### src/rtl/tt_slot_pkg.sv
// rtl/tt_slot_pkg.sv - shared widths, FSM states and iw field offsets for the slot controller
package tt_slot_pkg;

    localparam int IW_W   = 18;
    localparam int OW_W   = 24;
    localparam int GCNT_W = 4;

    localparam int IW_CLK     = 0;
    localparam int IW_RST_N   = 1;
    localparam int IW_UI_LSB  = 2;
    localparam int IW_UIO_LSB = 10;

    typedef enum logic [1:0] {
        IDLE,
        GUARD,
        ACTIVE
    } slot_state_e;

endpackage

### src/rtl/tt_slot_ctrl_if.sv
// rtl/tt_slot_ctrl_if.sv - per-slot iw/ena/ow bundle between controller and project wrappers
interface tt_slot_ctrl_if #(
    parameter int N_SLOTS = 24
);
    import tt_slot_pkg::*;

    logic [N_SLOTS*IW_W-1:0] slot_iw;
    logic [N_SLOTS-1:0]      slot_ena;
    logic [N_SLOTS*OW_W-1:0] slot_ow;

    modport master (output slot_iw, output slot_ena, input slot_ow);
    modport slave  (input slot_iw, input slot_ena, output slot_ow);

endinterface

### src/rtl/tt_sync.sv
// rtl/tt_sync.sv - multi-flop synchroniser for an asynchronous pad input
module tt_sync #(
    parameter int STAGES = 2
) (
    input  logic clk,
    input  logic rst_n,
    input  logic d_i,
    output logic q_o
);

    logic [STAGES-1:0] r_chain;

    always_ff @(posedge clk or negedge rst_n) begin
        if (!rst_n) begin
            r_chain <= '0;
        end else begin
            r_chain <= {r_chain[STAGES-2:0], d_i};
        end
    end

    assign q_o = r_chain[STAGES-1];

endmodule

### src/rtl/tt_slot_ctrl.sv
// rtl/tt_slot_ctrl.sv - tile slot controller: address counter, guarded enable FSM, iw fan-out, ow return
module tt_slot_ctrl
    import tt_slot_pkg::*;
#(
    parameter int N_SLOTS     = 24,
    parameter int ADDR_W      = 5,
    parameter int SYNC_STAGES = 2,
    parameter int GUARD_CYC   = 4
) (
    input  logic              clk,
    input  logic              rst_n,
    input  logic              sel_rst_n_i,
    input  logic              sel_inc_i,
    input  logic              ena_i,
    input  logic [IW_W-1:0]   pad_iw,
    tt_slot_ctrl_if.master    slots,
    output logic [OW_W-1:0]   pad_ow,
    output logic [ADDR_W-1:0] cur_addr,
    output logic              slot_active
);

    localparam logic [ADDR_W-1:0] ADDR_MAX  = '1;
    localparam logic [GCNT_W-1:0] GCNT_LOAD = GCNT_W'(GUARD_CYC - 1);

    logic w_srst_n, w_sinc, w_sena;

    tt_sync #(.STAGES(SYNC_STAGES)) u_sync_rst (.clk(clk), .rst_n(rst_n), .d_i(sel_rst_n_i), .q_o(w_srst_n));
    tt_sync #(.STAGES(SYNC_STAGES)) u_sync_inc (.clk(clk), .rst_n(rst_n), .d_i(sel_inc_i),   .q_o(w_sinc));
    tt_sync #(.STAGES(SYNC_STAGES)) u_sync_ena (.clk(clk), .rst_n(rst_n), .d_i(ena_i),       .q_o(w_sena));

    slot_state_e         r_state;
    logic [GCNT_W-1:0]   r_gcnt;
    logic [ADDR_W-1:0]   r_addr;
    logic                r_sinc_d;
    logic                r_active;
    logic [N_SLOTS-1:0]  r_ena;
    logic [OW_W-1:0]     r_pad_ow;

    logic                w_inc_edge;
    logic [ADDR_W-1:0]   w_addr_nxt;
    logic                w_addr_chg;
    logic                w_addr_ok;
    logic                w_run;
    logic                w_keep;
    logic [N_SLOTS-1:0]  w_onehot;
    logic [OW_W-1:0]     w_ow_arr [N_SLOTS];
    logic [OW_W-1:0]     w_ow_sel;

    assign w_inc_edge = w_sinc & ~r_sinc_d;

    // Select reset beats a simultaneous increment; the counter saturates instead of wrapping.
    always_comb begin
        w_addr_nxt = r_addr;
        if (!w_srst_n) begin
            w_addr_nxt = '0;
        end else if (w_inc_edge && (r_addr != ADDR_MAX)) begin
            w_addr_nxt = r_addr + ADDR_W'(1);
        end
    end

    assign w_addr_chg = (w_addr_nxt != r_addr);
    assign w_addr_ok  = (int'(r_addr) < N_SLOTS);
    assign w_run      = w_sena & w_srst_n & w_addr_ok;
    // Drop the enable in the same edge the abort or address change is seen, never one slot late.
    assign w_keep     = (r_state == ACTIVE) & w_run & ~w_addr_chg;
    assign w_onehot   = N_SLOTS'(1) << r_addr;
    assign w_ow_sel   = w_addr_ok ? w_ow_arr[r_addr] : '0;

    for (genvar k = 0; k < N_SLOTS; k++) begin : g_slot
        assign w_ow_arr[k] = slots.slot_ow[k*OW_W +: OW_W];
        assign slots.slot_iw[k*IW_W +: IW_W] = r_ena[k] ? pad_iw : '0;
    end

    always_ff @(posedge clk or negedge rst_n) begin
        if (!rst_n) begin
            r_state  <= IDLE;
            r_gcnt   <= '0;
            r_addr   <= '0;
            r_sinc_d <= 1'b0;
            r_active <= 1'b0;
            r_ena    <= '0;
            r_pad_ow <= '0;
        end else begin
            r_sinc_d <= w_sinc;
            r_addr   <= w_addr_nxt;
            r_active <= w_keep;
            r_ena    <= w_keep ? w_onehot : '0;
            r_pad_ow <= r_active ? w_ow_sel : '0;
            case (r_state)
                IDLE: begin
                    if (w_run) begin
                        r_state <= GUARD;
                        r_gcnt  <= GCNT_LOAD;
                    end
                end
                GUARD: begin
                    if (!w_run) begin
                        r_state <= IDLE;
                    end else if (w_addr_chg) begin
                        r_gcnt <= GCNT_LOAD;
                    end else if (r_gcnt == '0) begin
                        r_state <= ACTIVE;
                    end else begin
                        r_gcnt <= r_gcnt - GCNT_W'(1);
                    end
                end
                ACTIVE: begin
                    if (!w_run) begin
                        r_state <= IDLE;
                    end else if (w_addr_chg) begin
                        r_state <= GUARD;
                        r_gcnt  <= GCNT_LOAD;
                    end
                end
                default: r_state <= IDLE;
            endcase
        end
    end

    assign slots.slot_ena = r_ena;
    assign pad_ow         = r_pad_ow;
    assign cur_addr       = r_addr;
    assign slot_active    = r_active;

endmodule
### src/flat_wrapper.sv
// flat-port wrapper written by rule: the top's interface ports become plain ports
module tt_slot_ctrl_flat import tt_slot_pkg::*;
#(
    parameter int N_SLOTS     = 24,
    parameter int ADDR_W      = 5,
    parameter int SYNC_STAGES = 2,
    parameter int GUARD_CYC   = 4
)
  (clk, rst_n, sel_rst_n_i, sel_inc_i, ena_i, pad_iw, pad_ow, cur_addr, slot_active, slots_slot_iw, slots_slot_ena, slots_slot_ow);
  tt_slot_ctrl_if #(.N_SLOTS(N_SLOTS)) slots_i ();
  input  logic clk;
  input  logic rst_n;
  input  logic sel_rst_n_i;
  input  logic sel_inc_i;
  input  logic ena_i;
  input  logic [IW_W-1:0] pad_iw;
  output logic [OW_W-1:0] pad_ow;
  output logic [ADDR_W-1:0] cur_addr;
  output logic slot_active;
  output wire logic [$bits(slots_i.slot_iw)-1:0] slots_slot_iw;
  output wire logic [$bits(slots_i.slot_ena)-1:0] slots_slot_ena;
  input wire logic [$bits(slots_i.slot_ow)-1:0] slots_slot_ow;
  assign slots_slot_iw = slots_i.slot_iw;
  assign slots_slot_ena = slots_i.slot_ena;
  assign slots_i.slot_ow = slots_slot_ow;
  tt_slot_ctrl #(.N_SLOTS(N_SLOTS), .ADDR_W(ADDR_W), .SYNC_STAGES(SYNC_STAGES), .GUARD_CYC(GUARD_CYC)) u_core (.clk(clk), .rst_n(rst_n), .sel_rst_n_i(sel_rst_n_i), .sel_inc_i(sel_inc_i), .ena_i(ena_i), .pad_iw(pad_iw), .slots(slots_i), .pad_ow(pad_ow), .cur_addr(cur_addr), .slot_active(slot_active));
endmodule
### config.mk
export PLATFORM = sky130hd
export DESIGN_NAME = tt_slot_ctrl_flat
export DESIGN_NICKNAME = d
export VERILOG_FILES = /design/src/rtl/tt_slot_pkg.sv /design/src/rtl/tt_slot_ctrl_if.sv /design/src/rtl/tt_sync.sv /design/src/rtl/tt_slot_ctrl.sv /design/src/flat_wrapper.sv
export SDC_FILE = /design/constraint.sdc
export NUM_CORES = 1
export LEC_CHECK = 0
export BUFFER_PORTS_ARGS = -buffer_cell sky130_fd_sc_hd__buf_2
export CAP_MARGIN = 0
export CORE_AREA = 2 2 427 429
export DETAILED_ROUTE_END_ITERATION = 12
export DIE_AREA = 0 0 429 431
export SLEW_MARGIN = 20
export SYNTH_ARGS = -nofsm -noshare
export SYNTH_HDL_FRONTEND = slang
export SYNTH_SLANG_ARGS = --single-unit
### constraint.sdc
create_clock -name clk -period 2.95 [get_ports clk]
set_input_delay 0.4425 -clock clk [delete_from_list [all_inputs] [get_ports clk]]
set_output_delay 0.4425 -clock clk [all_outputs]
set_load 0.03 [all_outputs]
==> results.md, run 1 <==
* Post-Layout Cell Count at roughly 4500
* Outcome: finished clean
* Worst skew pair latency at 420 ps
* CP bufs+invs at 2
* Pin count of the biggest net entering global routing at 79
* Crit-path max cell delay at between 600 and 700 ps
* Crit start category: flip-flop
* DP Area at 17900 um2
* RSZ-0062 raised after global routing: false
* IO Port Bufs at between 1000 and 1500
* Iter 0 DRT Violations at about 1400
* Setup Skew at approximately 23 ps
* CTS HTree Levels at 3
* Number of synthesis warnings at 0
* Core area at 180000 um2
* Crit path capture type: flip-flop
* Clock Sinks at 67
* WHS at roughly 100 ps
* Static leakage at 8.88 nW
* Final Cycle Share at approximately 90%
* Seq/Total Area, Yosys at 17.4%
* Placed Cells at 4383
* CTS root buffer: clkbuf_16
* Post-synth top flop: dfrtp_1
* First-pass GRT wire length at ~140 mm
* R2R depth at 5
* Post-CTS Resized at 0
* Power Density at between 200 and 250 nW/um2
* Slowest CP cell: o21ai_1
* Top cells by area, synth: mux4_2, and2_1, dfrtp_1
* Reg-to-reg slack, setup at 300 ps
* Max cap viols at 0
* Worst-path maximum fanout at just under 80
* CTS max path bufs at 2
* Total grt overflow at 0
* Fmax at about 380 MHz
* Slew Limit Fails at 0
* Netlist cell types at between 40 and 50
* DRT Pass-1 Iters at 5
* R2R Path End: u_core.pad_ow[23]
* Most used cell along the critical path: buf_12
* Critical-path cell list: buf_12, buf_12, mux4_2, o21ai_1, nor3_1
* Hold_buf cts at 0
* Vias per inst at 3.11
* Worst slew margin at between 40% and 50%
* Final instance area at between 15000 and 20000 um2
* Initial Util at 5.36%
* Setup TNS at 0 ps
* Routability cong. at 0.953
* CP Data Required Time at ~3200 ps
* Peak supply drop at ~0.29 mV
* Wire length per cell at about 26 um
* CTS buffer count at 9
* Vias in the first global route at between 10000 and 15000
* Die X at between 400 and 500 um
* Global-route usage over all layers at between 10% and 20%
* Initial antenna violation count at between 150 and 200
* Worst-Margin Slew at 892 ps
* Synth top area share at about a third
* Arrival time worst endpoint at roughly 2900 ps
* Post-synthesis cell area at ~9700 um2
* Syn avg cell area at a little under 10 um2
* Die Y at about 430 um
* TritonCTS clock tree: built
* Post-synth EDFFs at 0
* Layout cells sized above 1 at approximately 65%
* Yosys top cell by area: mux4_2
* Post CTS Setup Buffer Count at 0
* Remaining DRCs at 0
* Net count, final at around 2600
* Mapped Cells at between 900 and 1000
* Final min period at between 2000 and 3000 ps
* I/O pin count at between 1000 and 1500
* Routed Antenna Nets at 0
* Via count at about 14000
* FF-to-FF Start: u_core.cur_addr[1]
* Area growth syn-to-layout at 91.1%
* Hold Vio Cnt, Final at 0
* DP HPWL at 103 mm
* Synth async-reset ratio at 100%
* Crit path kind: reg2reg
* Std cell rows at about 160
* Post-synth net total at 1603
* DRT Wirelength at roughly 120 mm
* Total Power at 0.00381 W
* # setup viols final at 0
* Die area at 185000 um2
* Clock transition at path regs at about 80 ps
* CP delay by family, top: buffers and inverters
* FF+latch count, synth at between 60 and 70
* Worst min path class: in2async
==> registers in the layout (all words and copies together), names as in the netlist <==
| name | count |
|---|---|
| u_core.pad_ow | 24 |
| u_core.slots.slot_ena | 24 |
| u_core.cur_addr | 5 |
| u_core.r_gcnt | 4 |
| u_core.r_state | 2 |
| u_core.u_sync_ena.r_chain | 2 |
| u_core.u_sync_inc.r_chain | 2 |
| u_core.u_sync_rst.r_chain | 2 |
| u_core.r_sinc_d | 1 |
| u_core.slot_active | 1 |
==> power breakdown <==
group,total (W),internal (W),leakage [nW],switching (W)
clock network,0.00138,0.000758,0.163,0.000624
registers,0.000947,0.000930,0.904,0.0000174
logic,0.00148,0.000734,7.82,0.000747
==> placed cells by master (no fill, tap or decap), drive strengths merged, types with 2 or more instances in the layout <==
cell type	synthesis	final
buf	33	1128
and2	436	436
mux4	144	144
diode	0	81
dfrtp	67	67
o21ai	52	52
nor2	30	30
nor3	25	25
o22a	24	24
o22ai	24	24
nand2	20	20
inv	9	13
ha	9	9
clkbuf	77	9
nor2b	8	8
a21oi	4	4
nand4	4	4
o41ai	3	3
and3	3	3
a32oi	2	2
nor4	2	2
a31oi	2	2
nand2b	2	2
o31ai	2	2
xnor2	2	2
bufinv	0	2
nor3b	2	2
==> cell usage after synthesis, drive strengths merged, types with 2 or more instances <==
cell	number
dfrtp	67
a31oi	2
and3	3
nand4	4
ha	9
o22a	24
nor2b	8
clkbuf	77
nor3	25
xnor2	2
o31ai	2
inv	9
a32oi	2
and2	436
nor3b	2
nor4	2
nor2	30
buf	33
o21ai	52
nand2	20
o22ai	24
o41ai	3
a21oi	4
nand2b	2
mux4	144
==> stage by stage <==
| stage | util, % | worst slack [ps] |
|---|---|---|
| 4_1_cts | 10.1 | 242 |
| 3_5_place_dp | 9.94 | 265 |
| 6_report | 10.2 | 300 |
| 2_1_floorplan | - | 705 |
| 5_1_grt | 10.2 | 230 |
| 3_3_place_gp | 9.94 | -99.6 |
==> final cells by class <==
class                      instances  area, um2
sequential                        67       1680
timing repair buffer            1128       5820
fill                           20947     162000
multi-input combinational        809       7410
tap                             2370       2970
clock buffer                       9        225
antenna                           81        203
inverter                           9       33.8
clock inverter                     7        106
==> worst register-to-register path: cells and delay by family, from the launching register on <==
family	cells	cell delay (ps)
AO/OA/AOI/OAI	1	610
buffers and inverters	2	730
flip-flops	1	430
multiplexers	1	600
AND/OR/NAND/NOR	1	140
==> layer usage <==
layer  vias up  GRT usage (%)  wire length [um]
met2      1024           23.0             63200
li1       5714              -                 -
met3       305           4.16             11000
met1      6811           12.3             39000
met5         -          0.651               386
met4        58           3.14              3760
==> worst max path at each step <==
stage,end,startpoint,cells past startpoint
after floorplan,u_core.slots.slot_ena[16],u_core.cur_addr[0],7
after global placement,u_core.pad_ow[23],u_core.cur_addr[1],5
after detailed placement,u_core.pad_ow[23],u_core.cur_addr[1],5
after CTS,u_core.pad_ow[23],u_core.cur_addr[1],5
after global routing,u_core.pad_ow[23],u_core.cur_addr[1],5
final,u_core.pad_ow[23],u_core.cur_addr[1],5
==> cells by family (layout without fill, tap and decap cells) <==
family | after synthesis | count (layout) | share of synthesized area [%]
adders and majority gates | 9 | 9 | 1.17
AOI/OAI and AO/OA | 117 | 117 | 7.74
DFF | 67 | 67 | 17.4
muxes | 145 | 145 | 33.7
and+or+nand+nor | 536 | 536 | 33.7
buffers and inverters | 119 | 1153 | 6.11
other | 0 | 81 | 0
xor gates and xnor gates | 2 | 2 | 0.182
Note: power is estimated with default switching activity, not from simulation.
==> run 2: changes to the inputs <==
==> constraint.sdc (replaced) <==
create_clock -name clk -period 2.95 [get_ports clk]
set_input_delay 0.4425 -clock clk [delete_from_list [all_inputs] [get_ports clk]]
set_output_delay 0.4425 -clock clk [all_outputs]
set_load 0.02 [all_outputs]
==> run 2 against run 1 <==
Against the previous run:
- combinational power about the same
- final cell count increased by 0.29%
- sequential share of layout area about the same
- die area unchanged
- first-iteration DRC count decreased by 19%
- fmax increased by 3.7%
- core utilization about the same
- worst setup slack improved by 95 ps
- critical path type unchanged
- critical endpoint is now u_core.pad_ow[19]
- highest routed layer unchanged
==> results.md, run 2 (synthesis gave the netlist of run 1 again) <==
* Worst-Margin Slew at 961 ps (+69.3 ps)
* Remaining DRCs at 0 (unchanged)
* Hold Vio Cnt, Final at 0 (unchanged)
* Setup Skew at 16.7 ps (-5.92 ps)
* Post CTS Setup Buffer Count at 0 (unchanged)
* Core area at 180000 um2 (unchanged)
* # setup viols final at 0 (unchanged)
* Die Y at 431 um (unchanged)
* Total Power at 0.00362 W (-5.1%)
* Clock transition at path regs at 80 ps (about the same)
* CTS root buffer: clkbuf_16
* Area growth syn-to-layout at 91.2% (about the same)
* Iter 0 DRT Violations at 1102 (-19%)
* Post-CTS Resized at 0 (unchanged)
* CP Data Required Time at 3220 ps (about the same)
* Slew Limit Fails at 0 (unchanged)
* Crit path kind: reg2reg
* Wire length per cell at 26.3 um (+0.42%)
* Crit start category: flip-flop
* Register cell area after layout at 1680 um2 (unchanged)
* Power Density at 196 nW/um2 (-5.1%)
* DRT Wirelength at 118 mm (+0.71%)
* Clock Sinks at 67 (unchanged)
* Pin count of the biggest net entering global routing at 78 (-1.3%)
* Setup TNS at 0 ps (unchanged)
* Commonest non-fill, non-tap cell in the layout: buf_2
* Area of the multi-input gates at 7410 um2 (unchanged)
* Fmax at 392 MHz (+3.7%)
* Worst min path class: in2async
* Reg-to-reg slack, setup at 400 ps (+100 ps)
* Crit path capture type: flip-flop
* CTS max path bufs at 2 (unchanged)
* PnR worst setup slack at 396 ps (+95.3 ps)
* Std cell rows at 156 (unchanged)
* DRT Pass-1 Iters at 5 (unchanged)
* Routed Antenna Nets at 0 (unchanged)
* DP HPWL at 104 mm (+1.0%)
* Via count at 13763 (-1.1%)
* Layout cells sized above 1 at 64.6% (about the same)
* Initial antenna violation count at 167 (-1.2%)
* CTS HTree Levels at 3 (unchanged)
* I/O pin count at 1085 (unchanged)
* R2R Path End: u_core.pad_ow[19]
* # fillers at 20899 (-0.23%)
* Most frequent cells in the layout: buf_2, and2_1, mux4_2
* FF-to-FF Start: u_core.cur_addr[0]
* Total grt overflow at 0 (unchanged)
* Initial Util at 5.36% (unchanged)
* Vias per inst at 3.06 (-1.4%)
* Outcome: finished clean
* Worst skew pair latency at 400 ps (-20 ps)
* Global-route usage over all layers at 12.2% (+0.14 points)
* Final Cycle Share at 86.6% (-3.2 points)
* First-pass GRT wire length at 144 mm (+1.3%)
* Hold_buf cts at 0 (unchanged)
* Static leakage at 8.87 nW (-0.16%)
* Die X at 429 um (unchanged)
* Worst-path maximum fanout at 49 (-37%)
* IO Port Bufs at 1084 (unchanged)
* Vias in the first global route at 12555 (+1.2%)
* Pre-CTS WS at 250 ps (-14.6 ps)
* Net count, final at 2633 (+0.038%)
* Peak supply drop at 0.262 mV (-9.3%)
* R2R depth at 6 (+1)
* Max cap viols at 0 (unchanged)
* Worst slew margin at 35.9% (-4.6 points)
* Final min period at 2550 ps (-95.3 ps)
* CTS buffer count at 9 (unchanged)
* TritonCTS clock tree: built
* Die area at 185000 um2 (unchanged)
* RSZ-0062 raised after global routing: false
* Arrival time worst endpoint at 2820 ps (-90 ps)
* Routability cong. at 0.967 (+1.4%)
==> run 2: cell types whose count changed in the layout (fill, tap and decap cells not counted), sizes merged <==
cell / change
diode: +12
bufinv: -2
clkinv: +2
inv: -2
buf: +1
clkbuf: +1
clkinvlp: +1
==> run 2: report_power, final <==
| part | internal, W | switching (W) | total, W |
|---|---|---|---|
| registers | 0.000930 | 0.0000141 | 0.000944 |
| logic | 0.000739 | 0.000757 | 0.00150 |
| clock network | 0.000601 | 0.000576 | 0.00118 |
==> run 2: cell type report <==
type / instances / share of cell area, %
clock inverter: 6 / 0.258
timing repair buffer: 1129 / 31.7
antenna: 93 / 1.26
inverter: 9 / 0.183
tap: 2370 / 16.1
clock buffer: 10 / 1.30
sequential: 67 / 9.13
multi-input combinational: 809 / 40.1
==> run 2: worst max-delay path: stages (launching register included) <==
cell     delay [ps]
dfrtp_4         430
buf_12          320
buf_12          410
mux4_2          550
o22ai_1         250
buf_4           240
nor3_1           70
==> run 2: worst max-delay path by stage <==
stage | startpoint | to | slack (ps) | cells past startpoint
floorplan | u_core.cur_addr[0] | u_core.slots.slot_ena[16] | 760 | 7
global placement | u_core.cur_addr[0] | u_core.pad_ow[23] | 170 | 5
detailed placement | u_core.cur_addr[0] | u_core.pad_ow[23] | 250 | 5
CTS | u_core.cur_addr[0] | u_core.pad_ow[23] | 250 | 5
global route | u_core.cur_addr[0] | u_core.pad_ow[23] | 150 | 5
finish | u_core.cur_addr[0] | u_core.pad_ow[19] | 400 | 6
==> run 2: stage by stage <==
step / instances / cell area (um2) / utilization, % / hold slack [ps]
4_1_cts: 4400 / 18200 / 10.1 / 94.3
3_5_place_dp: 4384 / 17900 / 9.95 / 338
3_3_place_gp: 4384 / 17900 / 9.95 / 337
5_1_grt: 4442 / 18300 / 10.2 / 118
6_report: 4493 / 18500 / 10.2 / 150
2_1_floorplan: 995 / 9650 / - / 147
==> run 2: per-layer routing <==
layer  global-route usage [%]  vias to the layer above  part of all wire, %
li1                         -                     5740                    -
met1                     12.2                     6694                   33
met2                     23.0                      980                   54
met3                     4.68                      281                  9.6
met4                     3.62                       68                  3.1
met5                    0.494                        -                 0.37
